[src/rtl/ahb_arbiter.sv]
// Round-robin AHB bus arbiter: re-arbitrates only at burst/transfer boundaries,
// honours locked sequences and tracks the data-phase owner for response routing.
module ahb_arbiter #(
    parameter int NumManagers = 4,
    parameter int IdxWidth    = $clog2(NumManagers)
) (
    input  logic                   clk,
    input  logic                   reset,
    input  logic [NumManagers-1:0] req,
    input  logic [1:0]             busTrans,
    input  logic [2:0]             busBurst,
    input  logic                   busLock,
    input  logic                   busReady,
    output logic [NumManagers-1:0] grant,
    output logic [IdxWidth-1:0]    owner,
    output logic [IdxWidth-1:0]    dataOwner,
    output logic                   lockHeld
);

    localparam logic [1:0]          TRANS_IDLE   = 2'b00;
    localparam logic [1:0]          TRANS_NONSEQ = 2'b10;
    localparam logic [1:0]          TRANS_SEQ    = 2'b11;
    localparam logic [2:0]          BURST_SINGLE = 3'b000;
    localparam logic [2:0]          BURST_INCR   = 3'b001;
    localparam logic [IdxWidth:0]   NUM_M        = (IdxWidth+1)'(NumManagers);

    typedef enum logic [1:0] {
        ST_PARKED,
        ST_OWNED,
        ST_BURST,
        ST_LOCKED
    } state_t;

    state_t                 r_state;
    logic [NumManagers-1:0] r_grant;
    logic [IdxWidth-1:0]    r_owner;
    logic [IdxWidth-1:0]    r_data_owner;
    logic [IdxWidth-1:0]    r_rr_ptr;
    logic                   r_lock_held;
    logic                   r_incr_mode;
    logic [3:0]             r_beats_left;

    logic                   w_nonseq;
    logic                   w_seq;
    logic                   w_accepted;
    logic                   w_lock_set;
    logic                   w_lock_clr;
    logic                   w_lock_next;
    logic                   w_arb_point;
    logic [3:0]             w_burst_beats;
    logic [IdxWidth-1:0]    w_cand [NumManagers];
    logic [NumManagers-1:0] w_hit;
    logic                   w_found;
    logic [IdxWidth-1:0]    w_winner;
    logic [IdxWidth-1:0]    w_next_owner;
    logic [IdxWidth:0]      w_inc;
    logic [IdxWidth-1:0]    w_next_ptr;
    logic [NumManagers-1:0] w_next_grant;

    assign w_nonseq   = busReady && (busTrans == TRANS_NONSEQ);
    assign w_seq      = busReady && (busTrans == TRANS_SEQ);
    assign w_accepted = w_nonseq || w_seq;
    assign w_lock_set = w_accepted && busLock;
    assign w_lock_clr = busReady && !busLock;

    always_comb begin
        w_lock_next = r_lock_held;
        if (w_lock_set && w_lock_clr) begin
            w_lock_next = (busTrans != TRANS_IDLE);
        end else if (w_lock_set) begin
            w_lock_next = 1'b1;
        end else if (w_lock_clr) begin
            w_lock_next = 1'b0;
        end
    end

    // Lock state as it will be after this cycle, so the first locked transfer
    // already blocks arbitration and the releasing cycle may arbitrate.
    assign w_arb_point = busReady && !w_lock_next &&
                         ((busTrans == TRANS_IDLE) ||
                          (w_nonseq && (busBurst == BURST_SINGLE)) ||
                          (w_seq && (r_beats_left == 4'd1) && !r_incr_mode));

    always_comb begin
        case (busBurst[2:1])
            2'b01:   w_burst_beats = 4'd3;
            2'b10:   w_burst_beats = 4'd7;
            2'b11:   w_burst_beats = 4'd15;
            default: w_burst_beats = 4'd0;
        endcase
    end

    // Candidate gi is the manager searched gi-th, starting at the pointer.
    generate
        for (genvar gi = 0; gi < NumManagers; gi++) begin : g_cand
            logic [IdxWidth:0] w_sum;
            assign w_sum       = {1'b0, r_rr_ptr} + (IdxWidth+1)'(gi);
            assign w_cand[gi]  = (w_sum >= NUM_M) ? IdxWidth'(w_sum - NUM_M)
                                                  : w_sum[IdxWidth-1:0];
            assign w_hit[gi]   = req[w_cand[gi]];
        end
    endgenerate

    always_comb begin
        w_found  = 1'b0;
        w_winner = '0;
        for (int i = NumManagers - 1; i >= 0; i--) begin
            if (w_hit[i]) begin
                w_found  = 1'b1;
                w_winner = w_cand[i];
            end
        end
    end

    assign w_next_owner = w_found ? w_winner : '0;
    assign w_inc        = {1'b0, w_next_owner} + (IdxWidth+1)'(1);
    assign w_next_ptr   = (w_inc >= NUM_M) ? '0 : w_inc[IdxWidth-1:0];

    always_comb begin
        w_next_grant               = '0;
        w_next_grant[w_next_owner] = 1'b1;
    end

    always_ff @(posedge clk) begin
        if (reset) begin
            r_state      <= ST_PARKED;
            r_grant      <= NumManagers'(1);
            r_owner      <= '0;
            r_data_owner <= '0;
            r_rr_ptr     <= '0;
            r_lock_held  <= 1'b0;
            r_beats_left <= 4'd0;
            r_incr_mode  <= 1'b0;
        end else begin
            if (busReady) begin
                r_data_owner <= r_owner;
            end
            r_lock_held <= w_lock_next;

            if (w_nonseq) begin
                r_beats_left <= w_burst_beats;
                r_incr_mode  <= (busBurst == BURST_INCR);
            end else if (w_seq && (r_beats_left != 4'd0)) begin
                r_beats_left <= r_beats_left - 4'd1;
            end

            if (w_arb_point) begin
                r_grant  <= w_next_grant;
                r_owner  <= w_next_owner;
                r_rr_ptr <= w_next_ptr;
            end

            if (w_lock_next && !r_lock_held) begin
                r_state <= ST_LOCKED;
            end else if (w_arb_point) begin
                r_state <= w_found ? ST_OWNED : ST_PARKED;
            end else if ((r_state == ST_LOCKED) && !w_lock_next) begin
                r_state <= ST_OWNED;
            end else if ((r_state == ST_OWNED) && w_nonseq && (busBurst != BURST_SINGLE)) begin
                r_state <= ST_BURST;
            end
        end
    end

    assign grant     = r_grant;
    assign owner     = r_owner;
    assign dataOwner = r_data_owner;
    assign lockHeld  = r_lock_held;

endmodule

[config.mk]
export PLATFORM = sky130hd
export DESIGN_NAME = ahb_arbiter
export DESIGN_NICKNAME = d
export VERILOG_FILES = /design/src/rtl/ahb_arbiter.sv
export SDC_FILE = /design/constraint.sdc
export NUM_CORES = 1
export LEC_CHECK = 0
export ABC_AREA = 1
export BUFFER_PORTS_ARGS = -buffer_cell sky130_fd_sc_hd__buf_2
export CAP_MARGIN = 20
export CORE_MARGIN = 10
export CORE_UTILIZATION = 52
export CTS_CLUSTER_DIAMETER = 200
export CTS_CLUSTER_SIZE = 25
export DETAILED_ROUTE_END_ITERATION = 10
export MAX_ROUTING_LAYER = met4
export PLACE_DENSITY = 0.77
export SLEW_MARGIN = 20
export SYNTH_ARGS = -nofsm -noshare
export SYNTH_HDL_FRONTEND = slang
export SYNTH_SLANG_ARGS = --single-unit
[constraint.sdc]
create_clock -name clk -period 2.1 [get_ports clk]
set_input_delay 0.105 -clock clk [delete_from_list [all_inputs] [get_ports clk]]
set_output_delay 0.105 -clock clk [all_outputs]
set_load 0.01 [all_outputs]
==> flow_metrics.tcl <==
set metrics [dict create \
    synth_top_cell_by_area "dfxtp_1" \
    leakage_uw 0.000599 \
    design_area_um2 1140 \
    relSlewSlack 0.650 \
    fin_nets 194 \
    crit_arrival_ns 1.97 \
    fin_skew_ns 0.00309 \
    synth_most_common_cell "nand2_1" \
    startpoint_type "flip-flop" \
    cts-root-buf "clkbuf_4" \
    path_cells "inv_1 > nand2_1 > nand2_1 > nand2_1 > nand3_1 > o21ai_0 > nand2_1 > nand2_1 > ha_1 > o21ai_0 > a21oi_1" \
    insertion_delay_ns 0.29 \
    synth_seq_cells 16 \
    synth_warnings 0 \
    grt_max_degree 13 \
    drive_above_1_share 0.225 \
    grt_pass1_wl_um 4190 \
    rsz0062_at_grt "no" \
    coreArea_um2 1760 \
    tns_ns 0 \
    synth_top_area_share 0.322 \
    synthTopCellsByArea "dfxtp_1 32%, nand2_1 14%, ha_1 7.5%" \
    postSynthAreaPerCell_um2 6.60 \
    ir_drop_mv 0.291 \
    die_h_um 63.8 \
    cts_hold_buf 0 \
    final_hold_viol_count 0 \
    p_per_area_nw_per_um2 602 \
    fp.dieArea_um2 4070 \
    cp_slowest_cell "dfxtp_1" \
    cts_made_buffers 3 \
    num_antenna_cells 0 \
    synth_cell_types 22 \
    rr_startpoint "r_rr_ptr[1]" \
    crit_start "r_rr_ptr[1]" \
    r2r_cells 11 \
    critPathTopFamily "simple AND/OR/NAND/NOR gates" \
    synth-edff-count 0 \
    fin_ws_ns 0.311 \
    antenna_found_initial 0 \
    routed_wl_um 2230 \
    start_util 0.565 \
    syn_to_final_growth_pct 14.4 \
    status "complete, no violations" \
    crit_top_cell "nand2_1" \
    first_pass_iters 5 \
    portBuffers 21 \
    viasPerCell 5.02 \
    track_usage 0.127 \
    clkSinkCount 16 \
    gp_congestion 0.875 \
    cp.depth 11 \
    drt_iter0_drc 30 \
    path_max_fanout 5 \
    maxCapViolations 0 \
    cts_tree "done" \
    crit_required_ns 2.28 \
    worst_slew_pin_slew_ns 0.523 \
    drtAntennaViolNets 0 \
    whs_ns 0.0427 \
    dpl_cell_area_um2 1120 \
    hp-class "in -> reg" \
    post-route-period-util 0.852 \
    num_vias 993 \
    crit_buf_inv 1 \
    grt_remaining_overflow 0 \
    endpoint "r_rr_ptr[1]" \
    hpwl_um 1760 \
    cp_slowest_stage_delay_ns 0.42 \
    path_clk_slew_ns 0.09 \
    synth_commonest_cells "37 x nand2_1, 20 x inv_1, 20 x nor2_1" \
    synth_nets 170 \
    clock_tree.buffer_depth 2 \
    regToRegSetupSlack_ns 0.31 \
    postSynth.topFlopCell "dfxtp_1" \
    final-max-slew-violation-count 0 \
    setup_viol 0 \
    syn_area_um2 996 \
    path_class "reg -> reg" \
    die_width_um 63.8 \
    wl_per_cell_um 11.2 \
    dp_slack_ns 0.240 \
    fin_crit_ns 1.79 \
    timing.rr.end "r_rr_ptr[1]" \
    drc 0 \
    h-tree-depth 1 \
    fmax_ghz 0.559 \
    yosysSeqAreaShare 0.322 \
    io_pins 22 \
    synthArstFlopShare 0 \
    grt_pass1_vias 995 \
    synthCells 151 \
    rows 15 \
    cp-end-kind "flip-flop" \
]
-- worst min path at each step --
stage,start,slack [ns],cells past startpoint,endpoint
final,reset,0.04,2,r_rr_ptr[0]
after global routing,reset,0.04,2,r_rr_ptr[0]
after CTS,reset,0.05,2,r_incr_mode
after detailed placement,reset,0.35,2,r_rr_ptr[0]
after global placement,busReady,0.35,2,dataOwner[1]
after floorplan,reset,0.17,1,r_rr_ptr[0]
-- layout make-up --
type                    count  area (um2)
clock buffers               3        22.5
inverters                  23        93.8
fillers                   179         624
flip-flops and latches     16         322
repair buffers             21         105
well taps                  25        31.3
multi-input cells         110         566
-- where the power goes --
group	internal [uW]	total [uW]	switching, uW
clock network	66.7	165	98.7
logic	71.4	184	113
registers	322	337	14.7
total	460	687	226
-- repair_timing --
action	in CTS	in global routing
setup buffers	0	0
endpoints found under the setup margin	0	1
resized for setup	0	1
-- metrics by stage --
step | total power (uW) | utilization | cells
3_5_place_dp | 528 | 0.633 | 195
3_3_place_gp | 522 | 0.633 | 195
4_1_cts | 695 | 0.645 | 198
2_1_floorplan | 476 | - | 151
5_1_grt | 742 | 0.646 | 198
6_report | 687 | 0.646 | 198
-- placed cells by master (no fill, tap or decap) --
master,instances
a21oi_1,5
a21oi_2,1
a31oi_1,4
buf_2,21
clkbuf_4,3
clkinv_4,1
dfxtp_1,15
dfxtp_2,1
ha_1,6
inv_1,20
inv_2,1
inv_4,1
nand2_1,37
nand2_2,3
nand2_4,1
nand3_1,11
nand3_2,1
nor2_1,20
nor2_4,1
nor3_1,2
o211ai_2,1
o21ai_0,14
or2_2,3
-- kinds of logic after synthesis --
kind of cell / synth area share
buf+inv: 0.111
simple gates: 0.350
compound gates: 0.142
fa+ha+maj: 0.0754
flops: 0.322
-- flip-flops by register name, summed over array words and instances (netlist names) --
signal        cells
r_incr_mode       1
r_rr_ptr          2
owner             2
r_beats_left      4
lockHeld          1
grant             4
dataOwner         2
-- per-layer routing --
| metal | share of wire | global-route usage |
|---|---|---|
| met1 | 0.45 | 0.134 |
| met3 | 0.066 | 0.0401 |
| met2 | 0.46 | 0.206 |
| met5 | 0 | - |
| met4 | 0.022 | 0.0683 |
Power figures use the tool's default switching activity.
